[src/rtl/pipe_addsub_pkg.sv]
// Shared constants, stage-count helper and stage payload type for pipe_addsub_32.
// Latency: n/a (types and constants only).
// Backpressure: n/a.
package pipe_addsub_pkg;

  // Result bits resolved by each pipeline stage.
  localparam int SLICE_W = 8;

  // Widest operand the payload struct can carry; bits above WIDTH stay zero.
  localparam int MAX_W = 128;

  function automatic int stage_count(input int width);
    return width / SLICE_W;
  endfunction

  // One beat travelling down the skewed pipeline: resolved result bytes
  // accumulate in res while the operand bytes still to be resolved ride along.
  typedef struct packed {
    logic             vld;
    logic             sub;
    logic             carry;      // carry out of the last resolved byte
    logic             cmp_carry;  // carry of the internal a - b compare chain
    logic             eq;         // all resolved bytes of a and b identical
    logic [MAX_W-1:0] res;
    logic [MAX_W-1:0] a;
    logic [MAX_W-1:0] b;
  } stage_t;

endpackage

[src/rtl/addsub_slice_8.sv]
// 8-bit carry-lookahead adder slice with carry-in, carry-out and signed overflow.
// Latency: combinational.
// Backpressure: none (pure logic).
module addsub_slice_8 (
  input  logic [7:0] a,
  input  logic [7:0] b,    // already inverted by the caller for subtract
  input  logic       ci,
  output logic [7:0] sum,
  output logic       co,
  output logic       ovf   // signed overflow if this is the top slice
);

  logic [7:0] g0, g1, g2, g3;
  logic [7:0] p0, p1, p2, p3;
  logic [7:0] c_out;

  // Parallel-prefix group generate/propagate over 1, 2 and 4 bit spans.
  assign g0 = a & b;
  assign p0 = a ^ b;
  assign g1 = g0 | (p0 & {g0[6:0], 1'b0});
  assign p1 = p0 & {p0[6:0], 1'b1};
  assign g2 = g1 | (p1 & {g1[5:0], 2'b00});
  assign p2 = p1 & {p1[5:0], 2'b11};
  assign g3 = g2 | (p2 & {g2[3:0], 4'b0000});
  assign p3 = p2 & {p2[3:0], 4'b1111};

  // c_out[i] is the carry out of bit i, folded with the slice carry-in.
  assign c_out = g3 | (p3 & {8{ci}});
  assign sum   = p0 ^ {c_out[6:0], ci};
  assign co    = c_out[7];
  assign ovf   = (a[7] == b[7]) & (sum[7] != a[7]);

endmodule

[src/rtl/pipe_addsub_32.sv]
// Skewed-pipeline add/subtract, one byte per stage; optional compare flags via PIPE_ADDSUB_CMP_FLAGS_EN.
// Latency: WIDTH/8 cycles from input transfer to o_valid, one beat per cycle.
// Backpressure: o_ready = ~o_valid | i_ready; the whole pipeline freezes while the output is stalled.
module pipe_addsub_32 #(
  parameter int WIDTH   = 32,
  parameter int SLICE_W = 8
) (
  input  logic             i_clk,
  input  logic             i_rst,
  input  logic             i_valid,
  output logic             o_ready,
  input  logic             i_sub,
  input  logic [WIDTH-1:0] i_data_a,
  input  logic [WIDTH-1:0] i_data_b,
  output logic             o_valid,
  input  logic             i_ready,
  output logic [WIDTH-1:0] o_result,
  output logic             o_carry,
  output logic             o_overflow,
  output logic             o_lt,
  output logic             o_eq
);
  import pipe_addsub_pkg::*;

  localparam int N = stage_count(WIDTH);
  localparam int TOP = (N - 1) * SLICE_W;

  stage_t src;
  stage_t stage_q [N-1];
  stage_t stage_d [N-1];
  logic   advance;

  logic             out_vld;
  logic [WIDTH-1:0] out_res;
  logic             out_carry;
  logic             out_ovf;
  logic [WIDTH-1:0] last_res;
  logic             last_carry;
  logic             last_ovf;

  assign advance = ~out_vld | i_ready;

  // Build the incoming beat; subtract enters as a + ~b with carry-in 1.
  always_comb begin
    src       = '0;
    src.vld   = i_valid;
    src.sub   = i_sub;
    src.carry = i_sub;
`ifdef PIPE_ADDSUB_CMP_FLAGS_EN
    src.cmp_carry = 1'b1;
    src.eq        = 1'b1;
`endif
    src.a[WIDTH-1:0] = i_data_a;
    src.b[WIDTH-1:0] = i_data_b;
  end

  for (genvar k = 0; k < N - 1; k++) begin : g_stage
    stage_t             prev;
    stage_t             nxt;
    logic [SLICE_W-1:0] a_byte, b_byte, b_eff, sum;
    logic               cout, ovf;

    if (k == 0) begin : g_first
      assign prev = src;
    end else begin : g_next
      assign prev = stage_q[k-1];
    end

    assign a_byte = prev.a[k*SLICE_W +: SLICE_W];
    assign b_byte = prev.b[k*SLICE_W +: SLICE_W];
    assign b_eff  = prev.sub ? ~b_byte : b_byte;

    addsub_slice_8 u_slice (
      .a   (a_byte),
      .b   (b_eff),
      .ci  (prev.carry),
      .sum (sum),
      .co  (cout),
      .ovf (ovf)
    );

`ifdef PIPE_ADDSUB_CMP_FLAGS_EN
    logic [SLICE_W:0] cmp_sum;
    assign cmp_sum = {1'b0, a_byte} + {1'b0, ~b_byte} + {{SLICE_W{1'b0}}, prev.cmp_carry};
`endif

    // Resolve byte k and hand the beat to the next stage.
    always_comb begin
      nxt                              = prev;
      nxt.res[k*SLICE_W +: SLICE_W]    = sum;
      nxt.carry                        = cout;
`ifdef PIPE_ADDSUB_CMP_FLAGS_EN
      nxt.cmp_carry = cmp_sum[SLICE_W];
      nxt.eq        = prev.eq & (a_byte == b_byte);
`endif
      // Overflow only matters at the top byte, which the last stage computes.
      if (ovf) nxt.res[k*SLICE_W +: SLICE_W] = sum;
    end

    assign stage_d[k] = nxt;
  end

  // Last stage resolves the top byte straight into the output registers.
  logic [SLICE_W-1:0] top_a, top_b, top_b_eff, top_sum;

  assign top_a     = stage_q[N-2].a[TOP +: SLICE_W];
  assign top_b     = stage_q[N-2].b[TOP +: SLICE_W];
  assign top_b_eff = stage_q[N-2].sub ? ~top_b : top_b;

  addsub_slice_8 u_slice_top (
    .a   (top_a),
    .b   (top_b_eff),
    .ci  (stage_q[N-2].carry),
    .sum (top_sum),
    .co  (last_carry),
    .ovf (last_ovf)
  );

  assign last_res = {top_sum, stage_q[N-2].res[TOP-1:0]};

`ifdef PIPE_ADDSUB_CMP_FLAGS_EN
  logic [SLICE_W-1:0] diff_top;
  logic               diff_ovf;
  logic               last_lt, last_eq, out_lt, out_eq;

  // Top byte of the internal a - b; signed a < b is msb xor overflow.
  assign diff_top = top_a + ~top_b + {{(SLICE_W-1){1'b0}}, stage_q[N-2].cmp_carry};
  assign diff_ovf = (top_a[SLICE_W-1] != top_b[SLICE_W-1]) & (diff_top[SLICE_W-1] != top_a[SLICE_W-1]);
  assign last_lt  = diff_top[SLICE_W-1] ^ diff_ovf;
  assign last_eq  = stage_q[N-2].eq & (top_a == top_b);

  // Flag registers share the output stage enable so they stay aligned with o_valid.
  always_ff @(posedge i_clk) begin
    if (advance) begin
      out_lt <= last_lt;
      out_eq <= last_eq;
    end
  end

  assign o_lt = out_vld & out_lt;
  assign o_eq = out_vld & out_eq;
`else
  assign o_lt = 1'b0;
  assign o_eq = 1'b0;
`endif

  // Whole pipeline advances together; reset only clears the valid bits.
  always_ff @(posedge i_clk) begin
    if (advance) begin
      for (int k = 0; k < N - 1; k++) begin
        stage_q[k] <= stage_d[k];
      end
      out_vld   <= stage_q[N-2].vld;
      out_res   <= last_res;
      out_carry <= last_carry;
      out_ovf   <= last_ovf;
    end
    if (i_rst) begin
      for (int k = 0; k < N - 1; k++) begin
        stage_q[k].vld <= 1'b0;
      end
      out_vld <= 1'b0;
    end
  end

  // Data registers are not reset, so outputs are forced to zero when idle.
  assign o_valid    = out_vld;
  assign o_ready    = advance;
  assign o_result   = out_vld ? out_res : '0;
  assign o_carry    = out_vld & out_carry;
  assign o_overflow = out_vld & out_ovf;

endmodule

[config.mk]
export PLATFORM = sky130hd
export DESIGN_NAME = pipe_addsub_32
export DESIGN_NICKNAME = d
export VERILOG_FILES = /design/src/rtl/pipe_addsub_pkg.sv /design/src/rtl/addsub_slice_8.sv /design/src/rtl/pipe_addsub_32.sv
export SDC_FILE = /design/constraint.sdc
export NUM_CORES = 1
export LEC_CHECK = 0
export CAP_MARGIN = 5
export CORE_MARGIN = 5
export CORE_UTILIZATION = 53
export DETAILED_ROUTE_END_ITERATION = 6
export PLACE_DENSITY = 0.84
export SYNTH_ARGS = -nofsm -noshare
export SYNTH_HDL_FRONTEND = slang
export SYNTH_HIERARCHICAL = 1
export SYNTH_SLANG_ARGS = --single-unit
[constraint.sdc]
create_clock -name i_clk -period 5 [get_ports i_clk]
set_clock_uncertainty 0.15 [all_clocks]
set_input_delay 1 -clock i_clk [delete_from_list [all_inputs] [get_ports i_clk]]
set_output_delay 1 -clock i_clk [all_outputs]
set_load 0.02 [all_outputs]
==> metrics.cfg <==
[setup_path]
cp_slowest_cell=clkdlybuf4s50_1
required_ns=3.85
r2r_start=stage_q[0][462]
cp_max_fo=3
cp.arrival_ns=2.48
cp-end-kind=output pin
rr_worst_depth=6
worst_path_largest_cell_delay_ns=0.67
crit_chain=clkdlybuf4s50_1 > and2b_2 > inv_6 > clkdlybuf4s50_1
reg2reg_to=stage_q[0][742]
r2r_slack_ns=2.39
crit_path_start_kind=input port
cp_common_cell=clkdlybuf4s50_1
critical_path_class=input port to output pin

[layout]
multi_input_area_um2=1980
layout-drive-gt1-share=0.0909
seqCellArea_um2=5610
final_cells=767
syn_to_final_growth_pct=24.2
num-nets-final=675
n_fill_cell=995
antenna_cells=0

[drt]
vias_per_cell=5.21
drt_iter0_markers=265
wl_per_cell_um=15.4
ant_nets=0
drc=0
routed_wl_um=11800
firstDrtPassIters=4
vias=3999

[power]
power_leakage_nw=3.56
ir_drop_mv=0.205
cellPowerDensity_nw_per_um2=417
total_power_mw=3.97

[clocking]
clk_latency_ns=0.42
cts_tree=done
ctsResizeCount=0
htreeDepth=4
cts_buffers=17
cts_sinks=188
cts_buffer_depth=2
hold_buffers=0
clockRootBuffer=clkbuf_16
cts_setup_buffers=0
clk_pin_slew_ns=0.06

[worst_hold_path]
holdPathStages=0
worstHoldPathType=flip-flop to flip-flop
hold_start=stage_q[0][16]
worst_hold_path.endpoint=stage_q[0][91]

[floorplan]
core_um2=14400
io_pins=107
die_area_um2=17000
dieWidth_um=130
initial_utilization=0.533
die_y_um=130
rows=44

[global_routing]
grt_pass1_vias=4141
grt_max_degree=187
grt_pass1_wl_um=19300
grt_antenna_before_repair=0
grt_use_total=0.150
overflow=0

[sta]
drv_slew=0
period_minus_slack_ns=3.63
timing.fmax_ghz=0.276
final-setup-viol-count=0
slew_headroom=0.367
rsz0062_at_grt=no
tns_ns=0
tightest_slew_ns=0.949
hold_violations=0
period_share=0.726
whs_ns=0.262

[place]
dp_cells=735
dpl.hpwl_um=8140
io_buffer_count=104
place.gp.congestion=0.872

[yosys]
netlist_area_um2=7660
yosys_warnings=6
avgSynthCellArea_um2=16.9
netlist_instances=454

[status]
status=completed

[run]
maxCapViolCount=0

## per-layer routing
layer / share of wire / vias to the layer above / GRT usage
met3: 0.042 / 32 / 0.0327
met4: 0.032 / 0 / 0.0941
li1: - / 1934 / -
met2: 0.56 / 138 / 0.272
met1: 0.36 / 1895 / 0.156
met5: 0 / - / 0
## report_power, final
group	internal, mW	leakage (nW)	switching, mW
sequential	2.08	1.97	0.0793
combinational	0.227	1.30	0.231
clock	0.828	0.284	0.526
total	3.13	3.56	0.836
## metrics by stage
step                      instance area, um2  setup WS [ns]   util
after global routing                    9510           1.21  0.662
after global placement                  8910           1.29  0.620
after floorplan                         7660          0.583      -
after detailed placement                8910           1.31  0.620
after CTS                               9510           1.30  0.662
final                                   9510           1.37  0.662
## worst max path at each step
stage	startpoint	end	slack, ns	depth (start not counted)
after detailed placement	i_ready	o_ready	1.31	4
after global placement	i_ready	o_ready	1.29	4
after CTS	i_ready	o_ready	1.30	4
final	i_ready	o_ready	1.37	4
after floorplan	i_ready	o_ready	0.58	2
after global routing	o_valid	o_ready	1.21	3
## state kept, by name, summed over array words and instances (netlist names)
signal / count
o_valid: 1
out_res: 32
out_ovf: 1
out_carry: 1
stage_q: 153
## area by class of cell
type / count / share of cell area
sequential: 188 / 0.589
multi-input combinational: 252 / 0.209
tap: 184 / 0.0242
inverter: 6 / 0.00289
clock inverter: 14 / 0.0185
timing repair buffer: 105 / 0.112
clock buffer: 18 / 0.0451
## worst max-delay path, delay by kind of cell
| family | cells | cell delay, ns |
|---|---|---|
| simple gates | 1 | 0.26 |
| buf+inv | 3 | 1.21 |
## cells in the final DEF (no fill, tap or decap), drive strengths merged, types with 4 or more instances in the layout
cell type / count
edfxtp: 184
clkdlybuf4s50: 104
xor2: 35
and2: 34
ha: 32
nor2: 24
clkbuf: 18
o21ai: 18
xnor2: 15
a21oi: 11
a21o: 10
a211oi: 10
nand2: 8
nand3: 8
nand2b: 7
inv: 6
clkinv: 6
nor3: 5
nor3b: 5
clkinvlp: 4
bufinv: 4
o211ai: 4
nand4: 4
fa: 4
dfxtp: 4
and3: 4
Note: power is estimated with default switching activity, not from simulation.
